### config.mk
export PLATFORM = sky130hd
export DESIGN_NAME = mem_port_arbiter
export DESIGN_NICKNAME = d
export VERILOG_FILES = /design/src/rtl/mem_port_arbiter_pkg.sv /design/src/rtl/mem_arb_timer.sv /design/src/rtl/mem_port_arbiter.sv
export SDC_FILE = /design/constraint.sdc
export NUM_CORES = 1
export LEC_CHECK = 0
export CAP_MARGIN = 20
export CORE_MARGIN = 2
export CORE_UTILIZATION = 42
export CTS_CLUSTER_SIZE = 28
export DETAILED_ROUTE_END_ITERATION = 6
export PLACE_DENSITY = 0.89
export SETUP_SLACK_MARGIN = 0.3
export SKIP_LAST_GASP = 1
export SYNTH_ARGS = -nofsm -noshare
export SYNTH_HDL_FRONTEND = slang
export SYNTH_SLANG_ARGS = --single-unit
### constraint.sdc
create_clock -name clk -period 5.07 [get_ports clk]
set_input_delay 0.507 -clock clk [delete_from_list [all_inputs] [get_ports clk]]
set_output_delay 0.507 -clock clk [all_outputs]
set_load 0.05 [all_outputs]
### src/rtl/mem_port_arbiter_pkg.sv
// Shared definitions for the unified memory-port arbiter: bus widths, defaults
// and FSM state encodings.
package mem_port_arbiter_pkg;
    localparam int INST_ADDR_BUS_W = 32;
    localparam int REG_BUS_W       = 32;
    localparam int MEM_ARB_TIMEOUT = 64;
    localparam int MEM_ARB_STREAK  = 4;

    localparam logic [1:0] ST_IDLE   = 2'd0;
    localparam logic [1:0] ST_BUSY_I = 2'd1;
    localparam logic [1:0] ST_BUSY_D = 2'd2;
    localparam logic [1:0] ST_RESP   = 2'd3;
endpackage

### src/rtl/mem_arb_timer.sv
// Timeout counter for an outstanding memory access; expired is asserted in the
// TIMEOUT-th cycle after a clear.
module mem_arb_timer import mem_port_arbiter_pkg::*; #(
    parameter int TIMEOUT = MEM_ARB_TIMEOUT
) (
    input  logic clk,
    input  logic rst,
    input  logic clr,
    input  logic en,
    output logic expired
);
    localparam int CW = $clog2(TIMEOUT);

    logic [CW-1:0] cnt;

    always_ff @(posedge clk or posedge rst) begin
        if (rst)
            cnt <= '0;
        else if (clr)
            cnt <= '0;
        else if (en && !expired)
            cnt <= cnt + 1'b1;
    end

    assign expired = (cnt == CW'(TIMEOUT - 1));
endmodule

### src/rtl/mem_port_arbiter.sv
// Arbitrates the single ram_rom port between instruction fetch and the MEM
// stage: data has priority, bounded by a streak guard so fetch cannot starve.
module mem_port_arbiter import mem_port_arbiter_pkg::*; #(
    parameter int ADDR_W       = INST_ADDR_BUS_W,
    parameter int DATA_W       = REG_BUS_W,
    parameter int MAX_D_STREAK = MEM_ARB_STREAK,
    parameter int TIMEOUT      = MEM_ARB_TIMEOUT
) (
    input  logic                clk,
    input  logic                rst,
    input  logic                if_req,
    input  logic [ADDR_W-1:0]   if_addr,
    output logic [DATA_W-1:0]   if_rdata,
    output logic                if_ready,
    input  logic                d_req,
    input  logic                d_we,
    input  logic [DATA_W/8-1:0] d_sel,
    input  logic [ADDR_W-1:0]   d_addr,
    input  logic [DATA_W-1:0]   d_wdata,
    output logic [DATA_W-1:0]   d_rdata,
    output logic                d_ready,
    output logic                bus_err,
    output logic                mem_ce,
    output logic                mem_we,
    output logic [DATA_W/8-1:0] mem_sel,
    output logic [ADDR_W-1:0]   mem_addr,
    output logic [DATA_W-1:0]   mem_wdata,
    input  logic [DATA_W-1:0]   mem_rdata,
    input  logic                mem_ready
);
    localparam int SW = $clog2(MAX_D_STREAK + 1);

    logic [1:0]    state;
    logic [SW-1:0] streak;
    logic          busy, done, tmr_exp, gnt_d;

    assign busy  = (state == ST_BUSY_I) || (state == ST_BUSY_D);
    assign done  = busy && (mem_ready || tmr_exp);
    // Data wins unless fetch is waiting and data already used its full streak.
    assign gnt_d = d_req && !(if_req && (streak == SW'(MAX_D_STREAK)));

    mem_arb_timer #(.TIMEOUT(TIMEOUT)) u_timer (
        .clk     (clk),
        .rst     (rst),
        .clr     (state == ST_IDLE),
        .en      (busy),
        .expired (tmr_exp)
    );

    always_ff @(posedge clk or posedge rst) begin
        if (rst) begin
            state     <= ST_IDLE;
            streak    <= '0;
            mem_ce    <= 1'b0;
            mem_we    <= 1'b0;
            mem_sel   <= '0;
            mem_addr  <= '0;
            mem_wdata <= '0;
            if_rdata  <= '0;
            d_rdata   <= '0;
            if_ready  <= 1'b0;
            d_ready   <= 1'b0;
            bus_err   <= 1'b0;
        end else begin
            if_ready <= 1'b0;
            d_ready  <= 1'b0;
            bus_err  <= 1'b0;
            case (state)
                ST_IDLE: begin
                    if (gnt_d) begin
                        state     <= ST_BUSY_D;
                        mem_ce    <= 1'b1;
                        mem_we    <= d_we;
                        mem_sel   <= d_sel;
                        mem_addr  <= d_addr;
                        mem_wdata <= d_wdata;
                        // gnt_d with if_req implies streak < MAX, so this saturates.
                        streak    <= if_req ? streak + 1'b1 : '0;
                    end else if (if_req) begin
                        state     <= ST_BUSY_I;
                        mem_ce    <= 1'b1;
                        mem_we    <= 1'b0;
                        mem_sel   <= '1;
                        mem_addr  <= if_addr;
                        mem_wdata <= '0;
                        streak    <= '0;
                    end
                end
                ST_BUSY_I, ST_BUSY_D: begin
                    if (done) begin
                        state    <= ST_RESP;
                        mem_ce   <= 1'b0;
                        if_ready <= (state == ST_BUSY_I);
                        d_ready  <= (state == ST_BUSY_D);
                        bus_err  <= !mem_ready;
                        if (mem_ready) begin
                            if (state == ST_BUSY_I)
                                if_rdata <= mem_rdata;
                            else if (!mem_we)
                                d_rdata <= mem_rdata;
                        end
                    end
                end
                default: state <= ST_IDLE;
            endcase
        end
    end
endmodule
==> metrics list <==
- Status: complete, no violations
* Source of the critical timing path: if_req
- Count of state elements after synthesis: 148
- The net count of the finished layout is 934.
- Yosys mapped the design onto 34 distinct sky130hd cell types.
* Clock tree buffer depth: 2
- Dividing the synthesized area by the synthesized cell count gives 11.74 um^2.
- TritonCTS built the clock tree.
- Worst hold slack: 0.4674 ns
- By area the synthesized netlist is led by dfrtp_1 61%, mux2_2 12%, nand2_1 7.0%.
- Reg2reg start: streak[0]
* Core Footprint: 13990 um^2
* IO Count: 275
- Setup TNS: 0 ns
- Leak Pwr: 0.004149 uW
- After synthesis, the largest area contributor takes up 60.92% of total cell area.
- At the worst endpoint, the arrival time is 2.83 ns.
* Maxcap violations: 0
* Number of vias per cell after detailed routing: 4.944
- Cell Pwr Density: 809.4 nW/um^2
* Die Span X: 124.3 um
* Weighted congestion reported at the end of routability-driven placement: 0.7929
- The clock period could shrink to 2.575 ns.
* Filler cell count in the final layout: 1010
- Crit. End Element: flop
- Netlist Area Pre-Place: 6080 um^2
* Largest net degree at the start of global routing: 115
- Yosys warning count: 0
* Vias after detailed routing: 4855
* Die area: 15450 um^2
- Hold repair after CTS inserted 0 buffers.
- First-pass GRT wire length: 26.07 mm
* Cell taking the most area after synthesis: dfrtp_1
- Data on the critical path is required at its endpoint by 5.33 ns.
- For flop-to-flop paths, the worst setup slack is 2.58 ns.
- Setup violations remaining at the end of the flow were counted as 0.
* Number of nets still failing antenna checks after routing: 0
- Clock network latency to the later pin of the worst-skew pair: 0.42 ns
* Final wirelength: 15.94 mm
- In this run the cell area measured after placement is 8972 um^2.
* # H-tree levels: 4
- Ant diodes: 0
- During placement, the flow inserted port buffers numbering 274.
- Post-CTS Repair Setup Buffers: 0
* Global route total overflow: 0
- Relative to the synthesized area, the layout overhead comes to 58.16%.
- Post-Place Setup Slack: 2.058 ns
- Die height: 124.3 um
- The first routing iteration left 269 violations.
- Layout cell share with drive strength beyond 1: 13.09%
- In the synthesized netlist, the number of instances is 518.
- Routed len/inst: 16.23 um
- Once the floorplan was initialized, standard cells occupied 43.46% of the core.
- Number of gates resized after cts: 0
- Clock skew on the completed layout was measured at 0.01019 ns.
* Antenna violations before repair: 0
* Number of failing hold endpoints at the final stage: 0
- For the pin with the worst max-slew slack, the measured transition is 1.029 ns.
- The max-slew violation count came to 0.
- The tree built by TritonCTS fans out to 148 sinks.
- Registers take 3704 um^2.
- Total power for the finished layout comes to 7782 uW.
- Derived from the worst setup path, the maximum achievable clock frequency is 0.3883 GHz.
* Number of iterations in the first detailed-routing pass: 4
- Measured in cells, the most critical reg-to-reg path has a length of 7.
- Final cycle utilization of the critical path: 50.80%
- Vias in the first global route: 4889
* HP Class: reg2reg
* Post-route cell area: 9615 um^2
* Estimated wirelength of the detail-placed design: 11.15 mm
- Element type at the critical path start: input pin
- The number of nets in the synthesized netlist is 663.
- Timing endpoint of the critical path: mem_addr[1]
- Setup repair after global routing left no endpoint under its margin.
* Worst IR drop on VDD: 0.4247 mV
- The worst pin sits at a relative slew slack of 31.19%.
* Setup slack after layout: 2.495 ns
- Summing all multi-input logic gate instances after layout gives 2217 um^2.
- TritonCTS Buffers: 17
* Std-Cell Rows: 43
- The endpoint identified for the worst register-to-register timing path is mem_addr[1].
* Total global-route track usage: 21.23%
- Clock tree synthesis selected as its root buffer the cell clkbuf_16.
- Clock-pin slew reported for the worst setup and hold paths after clock tree synthesis: 0.06 ns
* DR DRC count: 0
- Of all nets on the critical path, the largest fanout is 39.
- Critical setup path kind: in2reg
- Sequential fraction of the synthesis area: 60.92%
## cells by family (layout without fill, tap and decap cells)
logic type	after synthesis	in the layout	share of synthesized area, %
flip-flops	148	148	60.92
AND/OR/NAND/NOR	135	135	9.241
multiplexers	99	99	17.66
AO/OA/AOI/OAI	90	90	7.759
buffers and inverters	38	322	2.840
adder cells (fa/ha/maj)	7	7	1.441
XOR/XNOR	1	1	0.1441
## power breakdown
group	switching (uW)	leakage, uW	total [uW]	internal [uW]
clock	487	0.000298	1320	829
combinational	2860	0.00202	4380	1520
sequential	326	0.00183	2090	1760
## metrics by stage
step | utilization, % | std cells
after floorplan | - | 518
after global placement | 64.14 | 949
after detailed placement | 64.14 | 949
after CTS | 68.54 | 981
after global routing | 68.74 | 982
final | 68.74 | 982
## Yosys cell counts, drive strengths merged
library cell and n:
dfrtp 148, nand2 114, o21ai 74, mux2 66
mux2i 33, clkbuf 16, buf 13, inv 9
ha 7, a21oi 6, nor2 4, and3 3
nand3 3, nor3 3, o22ai 3, a31oi 2
nor4 2, o31ai 2, a21boi 1, nand2b 1
nand4 1, nor3b 1, nor4b 1, o21a 1
o21ba 1, or3 1, or4 1, xor2 1
## state kept, by name, summed over array words and instances (netlist names), 2 cells and up
register and cells:
d_rdata 32, if_rdata 32, mem_addr 32, mem_sel 4, mem_wdata 32, state 2
streak 3, u_timer.cnt 6
## layout by cell type, fill, tap and decap left out, types with 2 or more instances in the layout
cell	Yosys	layout
dfrtp_1	148	148
mux2i_1	33	33
clkbuf_1	16	4
mux2_1	2	2
clkdlybuf4s50_1	0	274
o31ai_1	2	2
bufinv_16	0	4
o21ai_0	73	72
nor3_1	3	3
nand3_1	3	3
ha_1	7	7
nand2_1	114	113
a31oi_1	2	2
and3_1	3	3
mux2_2	64	64
clkbuf_16	0	17
inv_6	0	2
clkinv_2	0	2
a21oi_1	6	6
clkinv_4	0	2
inv_1	8	7
nor2_1	4	4
buf_4	0	6
o22ai_1	3	3
## routing by layer
metal | up-vias | GRT usage (%) | share of wire (%)
li1 | 2314 | - | -
met1 | 2285 | 25.63 | 40
met2 | 224 | 36.13 | 50
met3 | 32 | 6.658 | 7.4
met4 | 0 | 7.138 | 2.2
met5 | - | 0 | 0
## worst min path at each step
stage / to / cells past startpoint / startpoint
final: mem_sel[0] / 2 / mem_sel[0]
after global routing: mem_sel[0] / 2 / mem_sel[0]
after CTS: mem_sel[0] / 2 / mem_sel[0]
after detailed placement: mem_sel[0] / 2 / mem_sel[0]
after global placement: mem_sel[0] / 2 / mem_sel[0]
after floorplan: streak[0] / 1 / streak[0]
## final cells by class
class	count	share of cell area [%]
Clock buffer	21	4.580
Clock inverter	11	1.822
Inverter	9	0.4034
Multi-Input combinational cell	332	23.06
Sequential cell	148	38.52
Tap cell	180	2.342
Timing Repair Buffer	281	29.28
## worst max-delay path, stage by stage
cell and delay (ns):
clkdlybuf4s50_1 0.62, nand3_1 0.16, nand2_2 0.78, buf_4 0.45, mux2i_1 0.21, o21ai_0 0.08
Note: power is estimated with default switching activity, not from simulation.
